## src/rtl/tank_sensor_conditioner_pkg.sv

```systemverilog
// Shared types and constants for the tank float-switch conditioner.
// Level codes, FSM states, sensor bit positions and safe output patterns.
package tank_pkg;

  localparam logic [1:0] LVL_EMPTY = 2'b00;
  localparam logic [1:0] LVL_LOW   = 2'b01;
  localparam logic [1:0] LVL_MID   = 2'b10;
  localparam logic [1:0] LVL_FULL  = 2'b11;

  typedef enum logic [2:0] {
    INIT    = 3'd0,
    RUN     = 3'd1,
    SUSPECT = 3'd2,
    FAULT   = 3'd3,
    RECOVER = 3'd4
  } state_e;

  localparam int H_IDX = 2;
  localparam int M_IDX = 1;
  localparam int L_IDX = 0;

  localparam logic [2:0] SAFE_INIT  = 3'b111;
  localparam logic [2:0] SAFE_FAULT = 3'b100;

  function automatic logic is_consistent(input logic [2:0] s);
    logic ok;
    ok = 1'b0;
    case (s)
      3'b000, 3'b001, 3'b011, 3'b111: ok = 1'b1;
      default: ok = 1'b0;
    endcase
    return ok;
  endfunction

  function automatic logic [1:0] level_of(input logic [2:0] s);
    logic [1:0] lv;
    lv = LVL_EMPTY;
    case (s)
      3'b001:  lv = LVL_LOW;
      3'b011:  lv = LVL_MID;
      3'b111:  lv = LVL_FULL;
      default: lv = LVL_EMPTY;
    endcase
    return lv;
  endfunction

endpackage

```

## src/rtl/tank_sensor_conditioner_if.sv

```systemverilog
// Sensor-side bundle: raw contacts in, conditioned levels and flags out.
// slave is the conditioner side, master is the driver/observer side.
interface tank_sensor_conditioner_if;
  logic       h_raw;
  logic       m_raw;
  logic       l_raw;
  logic       h;
  logic       m;
  logic       l;
  logic [1:0] level;
  logic       valid;
  logic       fault;

  modport master (
    output h_raw, m_raw, l_raw,
    input  h, m, l, level, valid, fault
  );

  modport slave (
    input  h_raw, m_raw, l_raw,
    output h, m, l, level, valid, fault
  );
endinterface

```

## src/rtl/tank_sensor_conditioner_debounce.sv

```systemverilog
// Single-contact two-flop synchroniser followed by a persistence debouncer.
// filt_o flips only after the synced value differs for DEB_CYCLES edges.
module sensor_debounce #(
  parameter int DEB_CYCLES = 4
) (
  input  logic clk,
  input  logic rst,
  input  logic raw_i,
  output logic filt_o
);

  localparam logic [3:0] CNT_TOP = 4'(DEB_CYCLES - 1);

  logic       sync1_q;
  logic       sync2_q;
  logic       filt_q;
  logic [3:0] cnt_q;

  // sync chain plus persistence counter; toggle on the last differing edge
  always_ff @(posedge clk) begin
    if (rst) begin
      sync1_q <= 1'b0;
      sync2_q <= 1'b0;
      filt_q  <= 1'b0;
      cnt_q   <= '0;
    end else begin
      sync1_q <= raw_i;
      sync2_q <= sync1_q;
      if (sync2_q == filt_q) begin
        cnt_q <= '0;
      end else if (cnt_q == CNT_TOP) begin
        filt_q <= ~filt_q;
        cnt_q  <= '0;
      end else begin
        cnt_q <= cnt_q + 4'd1;
      end
    end
  end

  assign filt_o = filt_q;

endmodule

```

## src/rtl/tank_sensor_conditioner.sv

```systemverilog
// Tank float-switch conditioner: debounce, consistency check, safe outputs.
// Define TANK_FAULT_LATCH_EN to make a confirmed fault sticky until rst.
module tank_sensor_conditioner
  import tank_pkg::*;
#(
  parameter int DEB_CYCLES   = 4,
  parameter int FAULT_CYCLES = 8
) (
  input logic                       clk,
  input logic                       rst,
  tank_sensor_conditioner_if.slave  bus
);

  localparam logic [4:0] SU_MAX = 5'(DEB_CYCLES + 3);
  localparam logic [7:0] FC_TOP = 8'(FAULT_CYCLES - 1);

  logic [2:0] raw;
  logic [2:0] filt;
  logic       cons;
  logic       valid;

  logic [4:0] su_q;
  logic [4:0] su_d;
  state_e     state_q;
  logic [7:0] fcnt_q;
  logic [1:0] level_q;
  logic       fault_q;
  logic [2:0] outs;

  assign raw[H_IDX] = bus.h_raw;
  assign raw[M_IDX] = bus.m_raw;
  assign raw[L_IDX] = bus.l_raw;

  for (genvar i = 0; i < 3; i++) begin : g_deb
    sensor_debounce #(
      .DEB_CYCLES(DEB_CYCLES)
    ) u_deb (
      .clk    (clk),
      .rst    (rst),
      .raw_i  (raw[i]),
      .filt_o (filt[i])
    );
  end

  assign cons  = is_consistent(filt);
  assign su_d  = (su_q == SU_MAX) ? su_q : su_q + 5'd1;
  assign valid = (su_q == SU_MAX);

  // start-up settle counter, saturating
  always_ff @(posedge clk) begin
    if (rst) su_q <= '0;
    else     su_q <= su_d;
  end

  // level supervisor: state, fault counter, level and fault flag
  always_ff @(posedge clk) begin
    if (rst) begin
      state_q <= INIT;
      fcnt_q  <= '0;
      level_q <= LVL_EMPTY;
      fault_q <= 1'b0;
    end else begin
      fault_q <= (state_q == FAULT) ||
                 (state_q == RECOVER);
      unique case (state_q)
        INIT: begin
          if (valid) state_q <= RUN;
        end
        RUN: begin
          if (!cons) begin
            fcnt_q  <= '0;
            state_q <= SUSPECT;
          end else begin
            level_q <= level_of(filt);
          end
        end
        SUSPECT: begin
          if (cons)                  state_q <= RUN;
          else if (fcnt_q == FC_TOP) state_q <= FAULT;
          else                       fcnt_q  <= fcnt_q + 8'd1;
        end
        FAULT: begin
`ifdef TANK_FAULT_LATCH_EN
          state_q <= FAULT;
`else
          if (cons) begin
            fcnt_q  <= '0;
            state_q <= RECOVER;
          end
`endif
        end
        RECOVER: begin
          if (!cons)                 state_q <= FAULT;
          else if (fcnt_q == FC_TOP) state_q <= RUN;
          else                       fcnt_q  <= fcnt_q + 8'd1;
        end
        default: state_q <= INIT;
      endcase
    end
  end

  // output select driven only by registered state and filtered bits
  always_comb begin
    outs = SAFE_INIT;
    unique case (state_q)
      RUN, SUSPECT:   outs = filt;
      FAULT, RECOVER: outs = SAFE_FAULT;
      default:        outs = SAFE_INIT;
    endcase
  end

  assign bus.h     = outs[H_IDX];
  assign bus.m     = outs[M_IDX];
  assign bus.l     = outs[L_IDX];
  assign bus.level = level_q;
  assign bus.valid = valid;
  assign bus.fault = fault_q;

endmodule

```

## src/flat_wrapper.sv

```systemverilog
// flat-port wrapper written by rule: the top's interface ports become plain ports
module tank_sensor_conditioner_flat import tank_pkg::*;
#(
  parameter int DEB_CYCLES   = 4,
  parameter int FAULT_CYCLES = 8
)
  (clk, rst, bus_h_raw, bus_m_raw, bus_l_raw, bus_h, bus_m, bus_l, bus_level, bus_valid, bus_fault);
  tank_sensor_conditioner_if bus_i ();
  input logic clk;
  input logic rst;
  input wire logic [$bits(bus_i.h_raw)-1:0] bus_h_raw;
  input wire logic [$bits(bus_i.m_raw)-1:0] bus_m_raw;
  input wire logic [$bits(bus_i.l_raw)-1:0] bus_l_raw;
  output wire logic [$bits(bus_i.h)-1:0] bus_h;
  output wire logic [$bits(bus_i.m)-1:0] bus_m;
  output wire logic [$bits(bus_i.l)-1:0] bus_l;
  output wire logic [$bits(bus_i.level)-1:0] bus_level;
  output wire logic [$bits(bus_i.valid)-1:0] bus_valid;
  output wire logic [$bits(bus_i.fault)-1:0] bus_fault;
  assign bus_i.h_raw = bus_h_raw;
  assign bus_i.m_raw = bus_m_raw;
  assign bus_i.l_raw = bus_l_raw;
  assign bus_h = bus_i.h;
  assign bus_m = bus_i.m;
  assign bus_l = bus_i.l;
  assign bus_level = bus_i.level;
  assign bus_valid = bus_i.valid;
  assign bus_fault = bus_i.fault;
  tank_sensor_conditioner #(.DEB_CYCLES(DEB_CYCLES), .FAULT_CYCLES(FAULT_CYCLES)) u_core (.clk(clk), .rst(rst), .bus(bus_i));
endmodule
```

## config.mk

```make
export PLATFORM = sky130hd
export DESIGN_NAME = tank_sensor_conditioner_flat
export DESIGN_NICKNAME = d
export VERILOG_FILES = /design/src/rtl/tank_sensor_conditioner_pkg.sv /design/src/rtl/tank_sensor_conditioner_if.sv /design/src/rtl/tank_sensor_conditioner_debounce.sv /design/src/rtl/tank_sensor_conditioner.sv /design/src/flat_wrapper.sv
export SDC_FILE = /design/constraint.sdc
export NUM_CORES = 1
export LEC_CHECK = 0
export CAP_MARGIN = 10
export CORE_AREA = 2 2 87 89
export CTS_CLUSTER_SIZE = 10
export DETAILED_ROUTE_END_ITERATION = 8
export DIE_AREA = 0 0 89 91
export GPL_ROUTABILITY_DRIVEN = 0
export PLACE_DENSITY = 0.49
export SETUP_SLACK_MARGIN = 0.02
export SYNTH_ARGS = -nofsm -noshare
export SYNTH_HDL_FRONTEND = slang
export SYNTH_SLANG_ARGS = --single-unit
```

## constraint.sdc

```tcl
create_clock -name clk -period 2.9 [get_ports clk]
set_clock_uncertainty 0.15 [all_clocks]
set_input_delay 0.58 -clock clk [delete_from_list [all_inputs] [get_ports clk]]
set_output_delay 0.58 -clock clk [all_outputs]
set_load 0.01 [all_outputs]
```

==> results.md <==
- Average size of a mapped cell: 9.119 µm²
- CP arrival: approximately 2.0 ns
- Post-Syn Area: between 1500 and 2000 µm²
- Count leader, synth: dfxtp_1
- Share of post-route cells with drive strength above 1: around a tenth
- Post-Synthesis Cells: between 150 and 200
- R2r endpoint: u_core.fcnt_q[6]
- Pin count of the biggest net entering global routing: 25
- Setup TNS: 0 ns
- CP Max Fanout: 11
- Slew @ Worst Pin: 0.5182 ns
- Min-delay worst type: register to register
- Post-synth cell types: 47
- 1st-pass router iterations: 7
- Max VDD drop: roughly 0.27 mV
- # DRC: 0
- Startpoint types: register
- Final Critical Period: around 2.7 ns
- Hpwl dp: approximately 2400 µm
- RSZ-0062 raised after global routing: no
- Storage cell area: between 800 and 900 µm²
- First-pass GRT wire length: about 5900 µm
- Row count: 31
- Area of the multi-input gates: roughly 930 µm²
- WL met3: between 150 and 200 µm
- Wire length per cell: ~11 µm
- # fillers: just under 800
- Final WL: approximately 3400 µm
- Final slew viol count: 0
- Worst-Skew Late Latency: slightly below 0.3 ns
- R2r setup slk: a little under 0.7 ns
- Highest Signal Layer: met4
- Die Height: 91 µm
- Global route overflow: 0
- Reg2reg start: u_core.state_q[2]
- Endpoints failing hold: 0
- FF-to-FF path depth: 5
- Initial DRC count: between 60 and 70
- CTS Sinks: 40
- Synth top area cells: dfxtp_1, nor2_1, xnor2_1
- CTS Hold Bufs: 0
- Core Region: between 7000 and 8000 µm²
- Ports: 12
- Die W: 89 µm
- Outcome: completed
- Max_slew headroom: about two thirds
- Top cell type's share of synthesized area: between 40% and 50%
- # Max-Cap Violations: 0
- Post-CTS Setup Bufs: 0
- Hold path depth: 1
- Vias in the first global route: ~1.3k
- DR WL met2: 1492 µm
- CTS Buffer Depth: 2
- Synth Flop Type: dfxtp_1
- DP Worst Slack: 0.5414 ns
- Critical Path End Type: primary output
- Via count: between 1k and 1.5k
- Final setup violation count: 0
- Synth Register Bits: 40
- Pleak: between 0.7 and 0.8 nW
- DR vias/cell: around 4.4
- Setup crit end: bus_l
- H-tree depth: 2
- Synth area leader: dfxtp_1
- Root buffer cell: clkbuf_8
- Final worst setup slack: 0.2241 ns
- CTS tree: yes
- Fmax achieved: 373.7 MHz
- Syn_nets: ~210
- CP Launch Point: u_core.state_q[2]
- Post-synthesis sequential area ratio: 44.35%
- CTS Buf Count: 5
- Synthesis-to-finish area growth: 16.91%
- Number of synthesized flops with an enable pin: 0
- IO buf count: 11
- Final nets: 220
- Asr flop ratio synth: 0%
- Final ANT Viol Nets: 0
- Final worst-path cycle share: between 90 and 100%
- Commonest cells in the netlist: dfxtp_1, nor2_1, a21oi_1
- CP Data Required Time: 2.17 ns
- Diode count: 0
- Tot GR Track Use: a little under a tenth
- Die ar.: slightly above 8000 µm²
- Starting Density: between 20% and 30%
- Worst Setup Path Type: register to primary output
- Met1 wire length: 1752 µm
- Synth Warn #: 0
- Post-cts resize count: 0
- Antenna violations before repair: 0
- Clock-pin transition on the worst setup and hold timing paths: roughly 0.08 ns
- Power per Cell Area: around 580 nW/µm²
==> routing by layer <==
layer	vias up	global-route usage, %
met3	2	3.273
met2	23	13.74
met5	-	0
li1	713	-
met4	0	3.358
met1	620	12.59
==> registers in the layout (all words and copies together), names as in the netlist <==
| signal | flops |
|---|---|
| u_core.g_deb.u_deb.sync2_q | 3 |
| u_core.g_deb.u_deb.cnt_q | 12 |
| u_core.g_deb.u_deb.filt_o | 3 |
| u_core.su_q | 5 |
| u_core.bus.level | 2 |
| u_core.fcnt_q | 8 |
| u_core.state_q | 3 |
| u_core.bus.fault | 1 |
| u_core.g_deb.u_deb.sync1_q | 3 |
==> worst min-delay path by stage <==
stage / from / slack [ns] / end
after floorplan: u_core.g_deb[0].u_deb.sync1_q / 0.26 / u_core.g_deb[0].u_deb.sync2_q
after global placement: u_core.g_deb[0].u_deb.sync1_q / 0.27 / u_core.g_deb[0].u_deb.sync2_q
after detailed placement: u_core.g_deb[2].u_deb.sync1_q / 0.27 / u_core.g_deb[2].u_deb.sync2_q
after CTS: u_core.g_deb[2].u_deb.sync1_q / 0.29 / u_core.g_deb[2].u_deb.sync2_q
after global routing: u_core.g_deb[2].u_deb.sync1_q / 0.32 / u_core.g_deb[2].u_deb.sync2_q
final: u_core.g_deb[2].u_deb.sync1_q / 0.29 / u_core.g_deb[2].u_deb.sync2_q
==> kinds of logic (layout without fill, tap and decap cells) <==
logic type | count (synthesis) | count (layout) | share of synthesized area (%)
AO/OA/AOI/OAI | 37 | 37 | 13.51
XOR/XNOR | 15 | 15 | 7.277
adder cells (fa/ha/maj) | 7 | 7 | 4.574
buffers and inverters | 16 | 29 | 3.950
flip-flops | 40 | 40 | 44.35
multiplexers | 4 | 4 | 2.287
AND/OR/NAND/NOR | 79 | 79 | 24.05
==> critical path, stage by stage (launching register included) <==
cell	delay, ns
dfxtp_1	0.53
nor3b_1	0.50
a21oi_1	0.12
clkdlybuf4s50_1	0.51
==> stage by stage <==
step                      hold WS, ns  total power [mW]  utilization [%]  instances  area [µm²]
final                          0.2909             1.232            29.58        310        2111
after global routing           0.3173             1.311            29.58        310        2111
after CTS                      0.2918             1.255            29.58        310        2111
after detailed placement       0.2712            0.8551            28.21        302        2013
after global placement         0.2706            0.8581            28.21        302        2013
after floorplan                0.2638            0.7695                -        198        1805
==> report_power, final <==
part	switching, mW	total [mW]	internal [mW]
registers	0.0438	0.614	0.571
logic	0.104	0.230	0.126
clock network	0.195	0.388	0.193
==> placed cells by master (no fill, tap or decap), drive strengths merged, types with 4 or more instances in the layout <==
cell type | synthesis | routed
xnor2 | 8 | 8
xor2 | 7 | 7
nor3b | 6 | 6
or3 | 5 | 5
a211oi | 4 | 4
dfxtp | 40 | 40
nor2b | 6 | 6
o21ai | 8 | 8
nand2 | 4 | 4
nand3 | 7 | 7
and3 | 4 | 4
clkdlybuf4s50 | 0 | 11
clkbuf | 6 | 6
ha | 5 | 5
a21oi | 10 | 10
nor3 | 5 | 5
inv | 8 | 8
nor2 | 26 | 26
==> cell type report <==
class / count / share of cell area (%)
Clock buffer: 6 / 3.912
Multi-Input combinational cell: 142 / 44.22
Inverter: 8 / 1.423
Timing Repair Buffer: 13 / 5.928
Sequential cell: 40 / 37.94
Tap cell: 99 / 5.868
Clock inverter: 2 / 0.7113
No activity file was read; power rests on OpenSTA's default activity.
==> RTL edit 1, RTL diff (same settings) <==
Encoding of `state_e`: now one-hot (5 bits for 5 states).
--- a/src/rtl/tank_sensor_conditioner_pkg.sv
+++ b/src/rtl/tank_sensor_conditioner_pkg.sv
@@ -7,12 +7,12 @@
   localparam logic [1:0] LVL_MID   = 2'b10;
   localparam logic [1:0] LVL_FULL  = 2'b11;
 
-  typedef enum logic [2:0] {
-    INIT    = 3'd0,
-    RUN     = 3'd1,
-    SUSPECT = 3'd2,
-    FAULT   = 3'd3,
-    RECOVER = 3'd4
+  typedef enum logic [4:0] {
+    INIT    = 5'b00001,
+    RUN     = 5'b00010,
+    SUSPECT = 5'b00100,
+    FAULT   = 5'b01000,
+    RECOVER = 5'b10000
   } state_e;
 
   localparam int H_IDX = 2;
Check against the original RTL: no difference found for any inputs over 10 cycles, from zero or initial values and one cycle with rst high; not proved beyond that.
==> RTL edit 1 against the unedited design <==
Routed wire length rose by 5.3%; die area did not move; sequential cell count rose by 2; core utilization rose by 1.1 points; non-clock buffer count did not move; first-iteration DRC count rose by 3.0%; synthesized area rose by 2.9%; cell area rose by 3.8%; setup slack got worse by 0.088 ns; critical endpoint is now bus_h; highest routed layer unchanged.
Power is not compared: it rests on default switching activity, and its combinational part moved more than twofold at a synthesized area within 25%.
==> RTL edit 1: results (changes against the unedited design) <==
r2r startpoint=u_core.state_q[1]; Arr. time, crit path=2.03 ns (+0.08 ns); Post-Syn Area=1860 um2 (+2.9%); layout cells sized above 1=0.0885 (-0.00629); multi-input gates=158 (+11%); Reg2Reg Setup Slack=0.62 ns (-0.06 ns); crit path max-delay cell type=clkdlybuf4s50_1; worst hold endpoint=u_core.g_deb[1].u_deb.sync2_q; Compound-Gate Fraction of Synth Area=0.143 (+0.00830); Non-Filler Instances=325 (+4.8%); DP Area=2090 um2 (+3.7%); hold_sp=u_core.g_deb[1].u_deb.sync1_q; GRT Overall Usage=0.101 (+0.00743); Area contributors post-synth=dfxtp_1 45%, nor2_1 6.7%, nor2b_1 3.7%; syn_nets=220 (+5.8%); post-place setup slack=0.402 ns (-0.139 ns); status=complete, no violations; Synth top cells by count=42 x dfxtp_1, 33 x nor2_1, 12 x a21oi_1; CP top delay family=simple AND/OR/NAND/NOR gates; worst hold margin=0.301 ns (+0.0106 ns); 1st-iter DRT viols=68 (+3.0%); inverters=5 (-3); max incr delay on CP=0.48 ns (-0.05 ns); final WL=3620 um (+5.3%); Fill cells=791 (+1.9%); first-pass GRT wire length=6400 um (+7.7%); actual slew at the worst max-slew pin=0.567 ns (+0.0487 ns); Placed Cells incl. Taps=317 (+5.0%); sequential area share after synthesis=0.453 (+0.00900); Clock buffer cells=5 (-1); post-synthesis mux area share=0.0276 (+0.00474); XOR/XNOR share of the synthesized area=0.0613 (-0.0115); multi-input gate share of the layout cell area=0.453 (+0.0107)
## RTL edit 1: changes by cell type after synthesis, moves of 4 or more
cell,delta
nand2_1,+7
nor3_1,+4
nor2b_1,+5
nor2_1,+7
a211oi_1,-4
## RTL edit 1: kinds of logic (layout without fill, tap and decap cells)
kind of cell / Yosys count / in the layout
AND/OR/NAND/NOR: 96 / 96
flip-flops: 42 / 42
AO/OA/AOI/OAI: 39 / 39
XOR/XNOR: 13 / 13
buffers and inverters: 10 / 26
adder cells (fa/ha/maj): 5 / 5
multiplexers: 5 / 5
## RTL edit 1: per-layer routing
layer,vias to the layer above,wire length (um),global-route usage
li1,760,-,-
met1,693,1810,0.137
met2,26,1620,0.144
met3,4,134,0.0327
met4,0,53,0.0460
met5,-,0,0
## RTL edit 1: power by group
part | switching [mW] | internal, mW
Sequential | 0.0223 | 0.595
Combinational | 0.0566 | 0.0452
Clock | 0.211 | 0.169
Total | 0.290 | 0.809
==> RTL edit 2, RTL diff (same flow settings) <==
Without the edit above. Build with the macro `TANK_FAULT_LATCH_EN` defined.
--- a/src/rtl/tank_sensor_conditioner.sv
+++ b/src/rtl/tank_sensor_conditioner.sv
@@ -1,5 +1,7 @@
 // Tank float-switch conditioner: debounce, consistency check, safe outputs.
 // Define TANK_FAULT_LATCH_EN to make a confirmed fault sticky until rst.
+`define TANK_FAULT_LATCH_EN
+
 module tank_sensor_conditioner
   import tank_pkg::*;
 #(
Check against the original RTL: no difference found for any inputs over 10 cycles, from zero or initial values and one cycle with rst high; that may be too few to reach the edited logic, so the function may still have changed.
==> RTL edit 2 against the unedited design <==
Highest routed layer unchanged; critical path type unchanged; routed wire length decreased by 7.4%; setup slack gained 0.038 ns; clock power is 3% lower; sequential cell count decreased by 1; total power is 3.2% lower; fmax is 1.5% higher; cell area is 2.9% lower; final cell count fell by 3.5%; synthesized area is 3.7% lower.
==> RTL edit 2: results (changes against the unedited design) <==
status=complete, no violations; synthesized area per cell=9.40 um2 (+3.1%); final WL=3190 um (-7.4%); first-pass iteration count of the detailed router=6 (-1); routed vias=1303 (-4.1%); 1st-iter DRT viols=101 (+53%); sequential area share after synthesis=0.449 (+0.00540); Pint=855 uW (-3.9%); CTS root buffer=clkbuf_8; largest net degree at the start of global routing=16 (-36%); Async SR Flop Fraction=0 (unchanged); Leak Pwr=0.734 nW (-3.8%); Top Registers=u_core.g_deb.u_deb.cnt_q: 12 flops, u_core.fcnt_q: 8 flops, u_core.su_q: 5 flops; vias in the first global route=1249 (-0.79%); Antenna diodes=0 (unchanged); DP Area=1960 um2 (-2.9%); Arr. time, crit path=1.91 ns (-0.04 ns); Area contributors post-synth=dfxtp_1 45%, ha_1 7.2%, nor2_1 5.6%; DP HPWL=2300 um (-4.8%); WL/cell=10.7 um (-4.0%); Synth cell types=43 (-8.5%); Top FF cell, synth=dfxtp_1; slew margin rel.=0.633 (-0.0203); XOR/XNOR share of the synthesized area=0.0604 (-0.0123); clock share of power=0.317 (+0.002); largest vdd supply drop=0.207 mV (-23%); CTS buffer count=5 (unchanged); Worst Hold Class=reg -> reg; Compound-Gate Fraction of Synth Area=0.125 (-0.00996); Synth top cells by count=39 x dfxtp_1, 26 x nor2_1, 10 x a21oi_1, 10 x ha_1, 10 x nor2b_1; first-pass GRT wire length=5580 um (-6.1%); CP max FO=4 (-7); leading cell type in the layout, fill and taps excluded=dfxtp_1; layout cells sized above 1=0.0700 (-0.0248); Fill cells=766 (-1.3%); Port Buffers=11 (unchanged); postcts setup bufs=0 (unchanged); Ys Warns=0 (unchanged); H-tree depth=2 (unchanged); Synth Area in Adders=0.0719 (+0.0262); CTS-repair resized insts=0 (unchanged); Placed Cells incl. Taps=291 (-3.6%); nets@finish=214 (-2.7%); CTS clock-pin slew for the worst setup and hold paths=0.09 ns; initial antenna violation count=0 (unchanged); post-synthesis mux area share=0.0259 (+0.00303); syn_nets=200 (-3.8%); GRT Overall Usage=0.0885 (-0.00512)
-- RTL edit 2: final timing paths --
path                                 startpoint                       endpoint  slack [ns]  cells past startpoint
hold / removal    u_core.g_deb[0].u_deb.sync1_q  u_core.g_deb[0].u_deb.sync2_q        0.30                      1
hold reg to reg   u_core.g_deb[0].u_deb.sync1_q  u_core.g_deb[0].u_deb.sync2_q        0.30                      1
setup / recovery              u_core.state_q[0]                          bus_h        0.26                      4
setup reg to reg                 u_core.su_q[0]              u_core.state_q[0]        0.77                      6
-- RTL edit 2: stage by stage --
stage          setup WS [ns]  total power [mW]
5_1_grt                0.153              1.27
4_1_cts                0.233              1.22
3_3_place_gp           0.622             0.828
2_1_floorplan          0.979             0.736
3_5_place_dp           0.581             0.829
6_report               0.263              1.19
-- RTL edit 2: cell families after synthesis --
family                     count (synthesis)
DFF                                       39
and+or+nand+nor                           76
muxes                                      4
buffers and inverters                     13
adders and majority gates                 10
xor gates and xnor gates                  12
AOI/OAI and AO/OA                         31
-- RTL edit 2: cell type report --
cell class                 instances  area [um2]  area share
inverter                           7        26.3      0.0128
clock buffer                       5        68.8      0.0336
multi-input combinational        133         900       0.439
timing repair buffer              13         125      0.0610
tap                               99         124      0.0604
clock inverter                     3        25.0      0.0122
sequential                        39         781       0.381
-- RTL edit 2: critical path, cell delays in order (launching register included) --
cell,delay [ns]
dfxtp_1,0.39
inv_1,0.09
ha_1,0.34
a211o_1,0.31
clkdlybuf4s50_1,0.48
-- RTL edit 2: layer usage --
| layer | vias to the layer above | global-route usage | share of wire |
|---|---|---|---|
| met2 | 16 | 0.127 | 0.42 |
| met3 | 2 | 0.0327 | 0.022 |
| met4 | 0 | 0.0373 | 0.011 |
| met5 | - | 0 | 0 |
| li1 | 676 | - | - |
| met1 | 609 | 0.118 | 0.54 |
-- RTL edit 2: power groups by stage --
stage / Combinational [mW] / Sequential (mW) / Clock, mW
2_1_floorplan: 0.156 / 0.580 / 0
3_3_place_gp: 0.246 / 0.581 / 0
3_5_place_dp: 0.245 / 0.583 / 0
4_1_cts: 0.248 / 0.571 / 0.399
5_1_grt: 0.273 / 0.574 / 0.427
6_report: 0.245 / 0.570 / 0.378
